==> src/rtl/alu_pkg.sv <==
// ALU operation encoding shared by decode, the ID/EX stage and the ALU.
package alu_pkg;

  typedef enum logic [3:0] {
    ADD  = 4'd0,
    SUB  = 4'd1,
    AND  = 4'd2,
    OR   = 4'd3,
    XOR  = 4'd4,
    SLL  = 4'd5,
    SRL  = 4'd6,
    SRA  = 4'd7,
    SLT  = 4'd8,
    SLTU = 4'd9
  } alu_op_t;

endpackage

==> src/rtl/pipe_pkg.sv <==
// Pipeline-wide types: forwarding select and the ID/EX register payload with its bubble value.
package pipe_pkg;

  localparam int unsigned XLEN   = 32;
  localparam int unsigned REG_AW = 5;

  typedef enum logic [1:0] {
    FWD_NONE = 2'd0,
    FWD_MEM  = 2'd1,
    FWD_WB   = 2'd2
  } fwd_sel_t;

  typedef struct packed {
    logic                  valid;
    alu_pkg::alu_op_t      alu_op;
    logic [REG_AW-1:0]     rs1;
    logic [REG_AW-1:0]     rs2;
    logic                  rs1_en;
    logic                  rs2_en;
    logic [XLEN-1:0]       rs1_data;
    logic [XLEN-1:0]       rs2_data;
    logic [XLEN-1:0]       pc;
    logic [XLEN-1:0]       imm;
    logic                  use_pc;
    logic                  use_imm;
    logic [REG_AW-1:0]     rd;
    logic                  reg_write;
    logic                  mem_read;
    logic                  mem_write;
  } id_ex_t;

  // A bubble is indistinguishable from the reset state: invalid, no enables, ADD.
  localparam id_ex_t ID_EX_BUBBLE = '{
    valid:     1'b0,
    alu_op:    alu_pkg::ADD,
    rs1:       '0,
    rs2:       '0,
    rs1_en:    1'b0,
    rs2_en:    1'b0,
    rs1_data:  '0,
    rs2_data:  '0,
    pc:        '0,
    imm:       '0,
    use_pc:    1'b0,
    use_imm:   1'b0,
    rd:        '0,
    reg_write: 1'b0,
    mem_read:  1'b0,
    mem_write: 1'b0
  };

endpackage

==> src/rtl/id_ex_stage_fwd_unit.sv <==
// Forwarding source select for one EX source operand; MEM wins over WB, x0 never forwards.
module fwd_unit
  import pipe_pkg::*;
#(
  parameter int unsigned REG_ADDR_WIDTH = 5
) (
  input  logic [REG_ADDR_WIDTH-1:0] rs_i,
  input  logic                      rs_en_i,
  input  logic [REG_ADDR_WIDTH-1:0] mem_rd_i,
  input  logic                      mem_we_i,
  input  logic [REG_ADDR_WIDTH-1:0] wb_rd_i,
  input  logic                      wb_we_i,
  output fwd_sel_t                  sel_o
);

  logic mem_hit;
  logic wb_hit;

  assign mem_hit = mem_we_i && (mem_rd_i != '0) && (mem_rd_i == rs_i);
  assign wb_hit  = wb_we_i  && (wb_rd_i  != '0) && (wb_rd_i  == rs_i);

  always_comb begin
    // NOTE: sel_o gets a default before any branch so no path leaves it unassigned (no latch).
    sel_o = FWD_NONE;
    if (rs_en_i) begin
      if (mem_hit)     sel_o = FWD_MEM;
      else if (wb_hit) sel_o = FWD_WB;
    end
  end

endmodule

==> src/rtl/id_ex_stage.sv <==
// ID/EX pipeline register with operand forwarding, load-use detection, stall, flush and bubbles.
module id_ex_stage
  import pipe_pkg::*;
#(
  parameter int unsigned DATA_WIDTH     = pipe_pkg::XLEN,
  parameter int unsigned REG_ADDR_WIDTH = pipe_pkg::REG_AW
) (
  input  logic                          clk,
  input  logic                          rst,
  input  logic                          id_valid,
  input  alu_pkg::alu_op_t              id_alu_op,
  input  logic [REG_ADDR_WIDTH-1:0]     id_rs1,
  input  logic [REG_ADDR_WIDTH-1:0]     id_rs2,
  input  logic                          id_rs1_en,
  input  logic                          id_rs2_en,
  input  logic [DATA_WIDTH-1:0]         id_rs1_data,
  input  logic [DATA_WIDTH-1:0]         id_rs2_data,
  input  logic [DATA_WIDTH-1:0]         id_pc,
  input  logic [DATA_WIDTH-1:0]         id_imm,
  input  logic                          id_use_pc,
  input  logic                          id_use_imm,
  input  logic [REG_ADDR_WIDTH-1:0]     id_rd,
  input  logic                          id_reg_write,
  input  logic                          id_mem_read,
  input  logic                          id_mem_write,
  input  logic                          stall,
  input  logic                          flush,
  input  logic [REG_ADDR_WIDTH-1:0]     mem_rd,
  input  logic                          mem_reg_write,
  input  logic [DATA_WIDTH-1:0]         mem_result,
  input  logic [REG_ADDR_WIDTH-1:0]     wb_rd,
  input  logic                          wb_reg_write,
  input  logic [DATA_WIDTH-1:0]         wb_result,
  output logic                          load_use_stall,
  output logic                          ex_valid,
  output alu_pkg::alu_op_t              ex_alu_op,
  output logic signed [DATA_WIDTH-1:0]  ex_opr_a,
  output logic signed [DATA_WIDTH-1:0]  ex_opr_b,
  output logic [DATA_WIDTH-1:0]         ex_store_data,
  output logic [REG_ADDR_WIDTH-1:0]     ex_rd,
  output logic                          ex_reg_write,
  output logic                          ex_mem_read,
  output logic                          ex_mem_write
);

  id_ex_t   ex_q, ex_d, id_pkt;
  fwd_sel_t fwd_a_sel, fwd_b_sel;
  logic [DATA_WIDTH-1:0] fwd_rs1, fwd_rs2;
  logic rs1_dep, rs2_dep;

  assign rs1_dep = id_rs1_en && (id_rs1 == ex_q.rd);
  assign rs2_dep = id_rs2_en && (id_rs2 == ex_q.rd);
  // A flushed decode instruction never enters EX, so it cannot cause a hazard.
  assign load_use_stall = id_valid && ex_q.valid && ex_q.mem_read && (ex_q.rd != '0)
                          && (rs1_dep || rs2_dep) && !flush;

  always_comb begin
    id_pkt           = ID_EX_BUBBLE;
    id_pkt.valid     = id_valid;
    id_pkt.alu_op    = id_alu_op;
    id_pkt.rs1       = id_rs1;
    id_pkt.rs2       = id_rs2;
    id_pkt.rs1_en    = id_rs1_en;
    id_pkt.rs2_en    = id_rs2_en;
    id_pkt.rs1_data  = id_rs1_data;
    id_pkt.rs2_data  = id_rs2_data;
    id_pkt.pc        = id_pc;
    id_pkt.imm       = id_imm;
    id_pkt.use_pc    = id_use_pc;
    id_pkt.use_imm   = id_use_imm;
    id_pkt.rd        = id_rd;
    id_pkt.reg_write = id_reg_write && id_valid;
    id_pkt.mem_read  = id_mem_read  && id_valid;
    id_pkt.mem_write = id_mem_write && id_valid;
  end

  always_comb begin
    ex_d = ex_q;
    if (flush)               ex_d = ID_EX_BUBBLE;
    else if (stall)          ex_d = ex_q;
    else if (load_use_stall) ex_d = ID_EX_BUBBLE;
    else                     ex_d = id_pkt;
  end

  // NOTE: state is updated with non-blocking assignments so every register samples pre-edge values.
  always_ff @(posedge clk) begin
    if (rst) ex_q <= ID_EX_BUBBLE;
    else     ex_q <= ex_d;
  end

  fwd_unit #(.REG_ADDR_WIDTH(REG_ADDR_WIDTH)) u_fwd_a (
    .rs_i     (ex_q.rs1),
    .rs_en_i  (ex_q.rs1_en),
    .mem_rd_i (mem_rd),
    .mem_we_i (mem_reg_write),
    .wb_rd_i  (wb_rd),
    .wb_we_i  (wb_reg_write),
    .sel_o    (fwd_a_sel)
  );

  fwd_unit #(.REG_ADDR_WIDTH(REG_ADDR_WIDTH)) u_fwd_b (
    .rs_i     (ex_q.rs2),
    .rs_en_i  (ex_q.rs2_en),
    .mem_rd_i (mem_rd),
    .mem_we_i (mem_reg_write),
    .wb_rd_i  (wb_rd),
    .wb_we_i  (wb_reg_write),
    .sel_o    (fwd_b_sel)
  );

  always_comb begin
    unique case (fwd_a_sel)
      FWD_MEM: fwd_rs1 = mem_result;
      FWD_WB:  fwd_rs1 = wb_result;
      default: fwd_rs1 = ex_q.rs1_data;
    endcase
    unique case (fwd_b_sel)
      FWD_MEM: fwd_rs2 = mem_result;
      FWD_WB:  fwd_rs2 = wb_result;
      default: fwd_rs2 = ex_q.rs2_data;
    endcase
  end

  assign ex_valid      = ex_q.valid;
  assign ex_alu_op     = ex_q.alu_op;
  assign ex_opr_a      = ex_q.use_pc  ? ex_q.pc  : fwd_rs1;
  assign ex_opr_b      = ex_q.use_imm ? ex_q.imm : fwd_rs2;
  assign ex_store_data = fwd_rs2;
  assign ex_rd         = ex_q.rd;
  assign ex_reg_write  = ex_q.reg_write;
  assign ex_mem_read   = ex_q.mem_read;
  assign ex_mem_write  = ex_q.mem_write;

endmodule

==> config.mk <==
export PLATFORM = sky130hd
export DESIGN_NAME = id_ex_stage
export DESIGN_NICKNAME = d
export VERILOG_FILES = /design/src/rtl/alu_pkg.sv /design/src/rtl/pipe_pkg.sv /design/src/rtl/id_ex_stage_fwd_unit.sv /design/src/rtl/id_ex_stage.sv
export SDC_FILE = /design/constraint.sdc
export NUM_CORES = 1
export LEC_CHECK = 0
export CAP_MARGIN = 20
export CORE_ASPECT_RATIO = 0.9
export CORE_MARGIN = 5
export CORE_UTILIZATION = 35
export DETAILED_ROUTE_END_ITERATION = 10
export PLACE_DENSITY = 0.65
export SYNTH_ARGS = -nofsm -noshare
export SYNTH_HDL_FRONTEND = slang
export SYNTH_SLANG_ARGS = --single-unit
==> constraint.sdc <==
create_clock -name clk -period 2.5 [get_ports clk]
set_input_delay 0.375 -clock clk [delete_from_list [all_inputs] [get_ports clk]]
set_output_delay 0.375 -clock clk [all_outputs]
set_load 0.1 [all_outputs]
Word level (Yosys, flattened, before mapping)
Cells that the tools add are included.
{"block": "classes", "n_eq_ne": 10, "n_mux": 11, "reduce_logical": 22}
{"operator": "$mux 155", "n": 1}
{"operator": "$pmux 32 s2", "n": 2}
{"operator": "$mux 32", "n": 2}
{"operator": "$eq 5x5->1", "n": 6}
{"operator": "$logic_and 1x1->1", "n": 16}
{"operator": "$reduce_bool 5->1", "n": 3}
{"operator": "$mux 2", "n": 6}
{"operator": "$eq 2x1->1 const B", "n": 2}
{"operator": "$eq 2x2->1 const B", "n": 2}
{"operator": "$reduce_or 2->1", "n": 1}
{"operator": "$logic_not 1->1", "n": 1}
{"operator": "$logic_or 1x1->1", "n": 1}
{"block": "word_totals", "register_bits": 155, "input_bits": 235, "out_inout_bits": 110, "elab_cells": 59}

Logic depth before layout (Yosys ltp)
{"block": "logic_depth", "depth_word": 9, "ltp_mapped": 7, "depth_no_buf": 5}

Modules after synthesis
A second synthesis with hierarchy kept.
{"block": "unflattened", "cells_unflattened": 1113, "hier_area_um2": 8722.1}
{"mod": "id_ex_stage", "n_inst": 1, "cells_per_inst": 1071, "area_per_inst_um2": 8391.8, "seq_area_each_um2": 3103.0}
{"mod": "fwd_unit", "n_inst": 2, "cells_per_inst": 21, "area_per_inst_um2": 165.2, "seq_area_each_um2": 0.0}

Worst setup path after synthesis
No wires, ideal clock.
{"block": "synth_timing", "path_type": "input-to-output", "startpoint": "input port mem_rd[0]", "endpoint": "output port ex_opr_b[12]", "t_arrival_ns": 3.719, "required_ns": 2.125, "path_slack_ns": -1.594, "path_stages": 6, "path_buffers": 1, "path_cell_list": "or4_4 -> o21ai_2 -> or3_1 -> buf_4 -> a211oi_1 -> o31ai_1"}
{"block": "synth_via", "elab_chain_len": 8, "word_cells_on_any_way": 10, "cone_classes": "eq/ne (3); mux (4); reduce/logical (3)"}
{"item": "from (decl)", "line": "id_ex_stage.sv:28", "rtl": "input logic [REG_ADDR_WIDTH-1:0] mem_rd,"}
{"item": "$reduce_bool 5->1", "line": "id_ex_stage_fwd_unit.sv:19", "rtl": "assign mem_hit = mem_we_i && (mem_rd_i != '0) && (mem_rd_i == rs_i);"}
{"item": "$logic_and 1x1->1", "line": "id_ex_stage_fwd_unit.sv:19"}
{"item": "$logic_and 1x1->1 (*)", "line": "id_ex_stage_fwd_unit.sv:19"}
{"item": "$mux 2 (*)", "line": "id_ex_stage_fwd_unit.sv:26", "rtl": "if (mem_hit) sel_o = FWD_MEM;"}
{"item": "$mux 2 (*)", "line": "id_ex_stage_fwd_unit.sv:25", "rtl": "if (rs_en_i) begin"}
{"item": "$eq 2x2->1 or $eq 2x1->1 (tied branches)", "line": "id_ex_stage.sv:117", "rtl": "unique case (fwd_b_sel)"}
{"item": "$pmux 32 s2 (*)", "line": "id_ex_stage.sv:117"}
{"item": "$mux 32 (*)", "line": "id_ex_stage.sv:127", "rtl": "assign ex_opr_b = ex_q.use_imm ? ex_q.imm : fwd_rs2;"}
{"item": "to (decl)", "line": "id_ex_stage.sv:38", "rtl": "output logic signed [DATA_WIDTH-1:0] ex_opr_b,"}
Every way passes the cells marked *; elsewhere a longest branch is shown, timed or not.

Final worst setup path
{"block": "layout_timing", "startpoint": "register ex_q[142] in the netlist's numbering", "endpoint": "output port ex_opr_b[18]"}
{"block": "layout_via", "elab_chain_len": 8, "word_cells_on_any_way": 11, "cone_classes": "eq/ne (4); mux (5); reduce/logical (2)"}
{"item": "from (decl)", "line": "id_ex_stage.sv:46", "rtl": "id_ex_t ex_q, ex_d, id_pkt;"}
{"item": "from (signal assigned)", "line": "id_ex_stage.sv:87", "rtl": "if (rst) ex_q <= ID_EX_BUBBLE;"}
{"item": "from (signal assigned)", "line": "id_ex_stage.sv:88", "rtl": "else ex_q <= ex_d;"}
{"item": "$eq 5x5->1", "line": "id_ex_stage_fwd_unit.sv:20", "rtl": "assign wb_hit = wb_we_i && (wb_rd_i != '0) && (wb_rd_i == rs_i);"}
{"item": "$logic_and 1x1->1", "line": "id_ex_stage_fwd_unit.sv:20"}
{"item": "$mux 2", "line": "id_ex_stage_fwd_unit.sv:27", "rtl": "else if (wb_hit) sel_o = FWD_WB;"}
{"item": "$mux 2 (*)", "line": "id_ex_stage_fwd_unit.sv:26"}
{"item": "$mux 2 (*)", "line": "id_ex_stage_fwd_unit.sv:25"}
{"item": "$eq 2x2->1 or $eq 2x1->1 (tied branches)", "line": "id_ex_stage.sv:117"}
{"item": "$pmux 32 s2 (*)", "line": "id_ex_stage.sv:117"}
{"item": "$mux 32 (*)", "line": "id_ex_stage.sv:127"}
Marked as above.

==> results.py <==
metrics = {
    "status": {
        "outcome": "finished with violations",
        "failed_checks": "setup timing",
    },
    "cts": {
        "cts.clk_slew.worst_paths_ns": 0.07,
        "htreeDepth": 4,
        "clk_path_buf_depth": 2,
        "cts_sinks": 155,
        "tritoncts": "done",
        "clock-root-buffer": "clkbuf_16",
        "worstSkewPairLatency_ns": 0.44,
        "cts-buffers-inserted": 17,
        "ctsHoldBuffers": 0,
    },
    "pwr": {
        "finalPower_uw": 7720,
        "power_leakage_uw": 0.00661,
        "seqPwrFrac_pct": 33.8,
        "power.share.clock_pct": 36.8,
        "combPwrFrac_pct": 29.4,
        "netSwitchingPower_uw": 2650,
        "p_int_uw": 5060,
        "p_per_area_nw_per_um2": 401,
        "ir_drop_mv": 0.469,
        "p_sw_share_pct": 34.4,
    },
    "logic_synthesis": {
        "synth_nets": 1614,
        "syn_inst": 1379,
        "ys_warn_count": 0,
        "synth_top_flop_cell": "dfxtp_1",
        "syn_area_sq_um": 9650,
        "synth_edf_count": 0,
        "ys_types": 37,
        "syn_area_per_cell_sq_um": 7.00,
        "async_reset_ff_share_pct": 0,
        "synthDominantCellAreaShare_pct": 32.1,
        "ys_seq_elements": 155,
        "yosys.area.top_type": "dfxtp_1",
        "synth_seq_area_share_pct": 32.1,
        "synth_area_leaders": "dfxtp_1 32%, nor2b_1 9.9%, a21oi_1 9.6%",
    },
    "detailed_routing": {
        "routed_via_density": 5.79,
        "wl_per_cell_um": 24.0,
        "vias": 12500,
        "wl_met3_mm": 4.80,
        "wirelength_mm": 52.0,
        "remaining_drc_errors": 0,
        "wl_met1_mm": 21.5,
        "wl_met2_mm": 24.3,
        "firstDrtPassIters": 6,
        "top_layer": "met5",
        "drtIter0Drc": 1272,
        "ant_nets": 0,
    },
    "place": {
        "io_buffer_count": 344,
        "hpwl_mm": 34.9,
        "gp_congestion": 0.932,
    },
    "sta": {
        "finalCritPeriodShare_pct": 121,
        "timing.fmax_mhz": 331,
        "slew_violations": 0,
        "tightestPinTransition_ns": 0.653,
        "rsz0062_at_grt": "yes",
        "whs_ns": 0.305,
        "setup_viol": 96,
        "finalHoldViolCount": 0,
        "slew_headroom_pct": 56.4,
        "fin_crit_ns": 3.02,
        "clock_skew_ns": 0.0167,
        "setup_ws_ns": -0.523,
    },
    "layout": {
        "final_nets": 2031,
        "fillers": 2037,
        "area_growth_pct": 99.4,
        "mostFrequentLayoutCells": "221 x nand2_1, 221 x clkdlybuf4s50_1, 166 x a21oi_1, 152 x nor2b_1, 152 x o21ai_0",
        "layout-drive-gt1-share_pct": 33.9,
        "fin_util_pct": 71.0,
    },
    "worst_setup_path": {
        "slowest_delay_ns": 0.34,
        "crit_chain": "xor2_2 -> or2_1 -> buf_6 -> nor3_4 -> buf_12 -> buf_6 -> buf_6 -> o211ai_1 -> buf_4 -> a32oi_4 -> buf_12",
        "cp-end-kind": "output port",
        "cp-start-kind": "flop",
        "worstSetupPathType": "flop to output port",
        "regToRegSetupSlack_ns": 0.08,
        "worstPathRequired_ns": 2.12,
        "crit_top_cell": "buf_6",
        "cp.arrival_ns": 2.65,
        "critPathMaxFanout": 6,
        "cpMaxStageDelayCell": "dfxtp_2",
    },
    "floorplanning": {
        "die_h_um": 168,
        "core.rowCount": 57,
        "start_util_pct": 35.6,
        "core_sq_um": 27100,
        "io_pins": 345,
        "die-width_um": 185,
        "dieArea_sq_um": 31000,
    },
    "min_path": {
        "hold_class": "input pin to flop",
    },
    "grt": {
        "grt_pass1_wl_mm": 77.5,
        "grt_max_degree": 96,
        "antenna_found_initial": 4,
        "grt_pass1_vias": 12400,
        "grt.total_usage_pct": 32.2,
        "grt-ovfl-total": 0,
    },
    "flow_run": {
        "maxCapViolCount": 0,
    },
}
## power groups by stage
| stage | logic (uW) | registers (uW) | clock network [uW] |
|---|---|---|---|
| after global routing | 2360 | 2610 | 2940 |
| after CTS | 2230 | 2600 | 2850 |
| after detailed placement | 2090 | 2650 | 0 |
| after global placement | 2080 | 2650 | 0 |
| final | 2270 | 2610 | 2840 |
| after floorplan | 1110 | 2650 | 0 |
## cells by family (layout without fill, tap and decap cells)
logic type | count (synthesis) | count (layout) | share of synthesized area [%]
and+or+nand+nor | 494 | 494 | 25.0
buffers and inverters | 192 | 622 | 8.94
DFF | 155 | 155 | 32.1
AOI/OAI and AO/OA | 508 | 508 | 31.2
xor gates and xnor gates | 30 | 30 | 2.72
other | 0 | 1 | 0
## metal layers
metal  vias up  track usage (%)
li1       5722                -
met5         -                0
met2       644             51.7
met1      6083             43.5
met4         6             7.95
met3        85             7.94
## synth_stat cells, drive strengths merged, types with 10 or more instances
| cell | number |
|---|---|
| a21oi | 186 |
| a32oi | 93 |
| buf | 47 |
| clkbuf | 112 |
| dfxtp | 155 |
| inv | 33 |
| nand2 | 222 |
| nand3 | 63 |
| nor2b | 152 |
| nor3 | 34 |
| o211ai | 33 |
| o21ai | 186 |
| xnor2 | 20 |
| xor2 | 10 |
## cell type report
type,instances,area (sq um),share of cell area (%)
tap,354,443,2.30
inverter,33,126,0.657
antenna,1,2.50,0.0130
clock buffer,17,425,2.21
multi-input combinational,1032,8200,42.6
timing repair buffer,557,6720,34.9
clock inverter,15,198,1.03
sequential,155,3140,16.3
## path summary, 6_finish.rpt
check | cells after the start | endpoint | from
hold / removal | 3 | ex_alu_op[3]$_SDFFE_PP0N_ | stall
setup reg to reg | 7 | ex_q[75]$_SDFFE_PP0N_ | ex_rd[3]$_SDFFE_PP0N_
setup / recovery | 11 | ex_opr_b[18] | ex_q[142]$_SDFFE_PP0N_
hold reg to reg | 2 | ex_q[26]$_SDFFE_PP0N_ | ex_q[26]$_SDFFE_PP0N_
## sequential cells by signal, summed over array words and instances (netlist names)
register	flops
ex_valid	1
ex_mem_read	1
ex_alu_op	4
ex_rd	5
ex_reg_write	1
ex_q	142
ex_mem_write	1
## worst max-delay path, delay by kind of cell (launching register included)
family | cells | cell delay [ns]
xor gates and xnor gates | 1 | 0.16
and+or+nand+nor | 2 | 0.44
buffers and inverters | 6 | 0.93
DFF | 1 | 0.34
AOI/OAI and AO/OA | 2 | 0.33
## repair_timing
item,4_1_cts,5_1_grt
resized for setup,269,38
setup buffers,49,9
hold endpoints to repair,0,0
endpoints found under the setup margin,97,97
cloned,12,3
pin swaps,55,38
## per-stage QoR
| stage | setup TNS (ns) | setup WS [ns] | std cells | instance area, sq um |
|---|---|---|---|---|
| 6_report | -37.75 | -0.523 | 2164 | 19200 |
| 5_1_grt | -43.90 | -0.576 | 2164 | 19200 |
| 4_1_cts | -33.22 | -0.458 | 2157 | 19000 |
| 3_5_place_dp | -93.89 | -0.823 | 2064 | 16400 |
| 3_3_place_gp | -90.37 | -1.08 | 2063 | 16400 |
| 2_1_floorplan | -12.02 | -0.203 | 1379 | 10900 |
No activity file was read; power rests on OpenSTA's default activity.
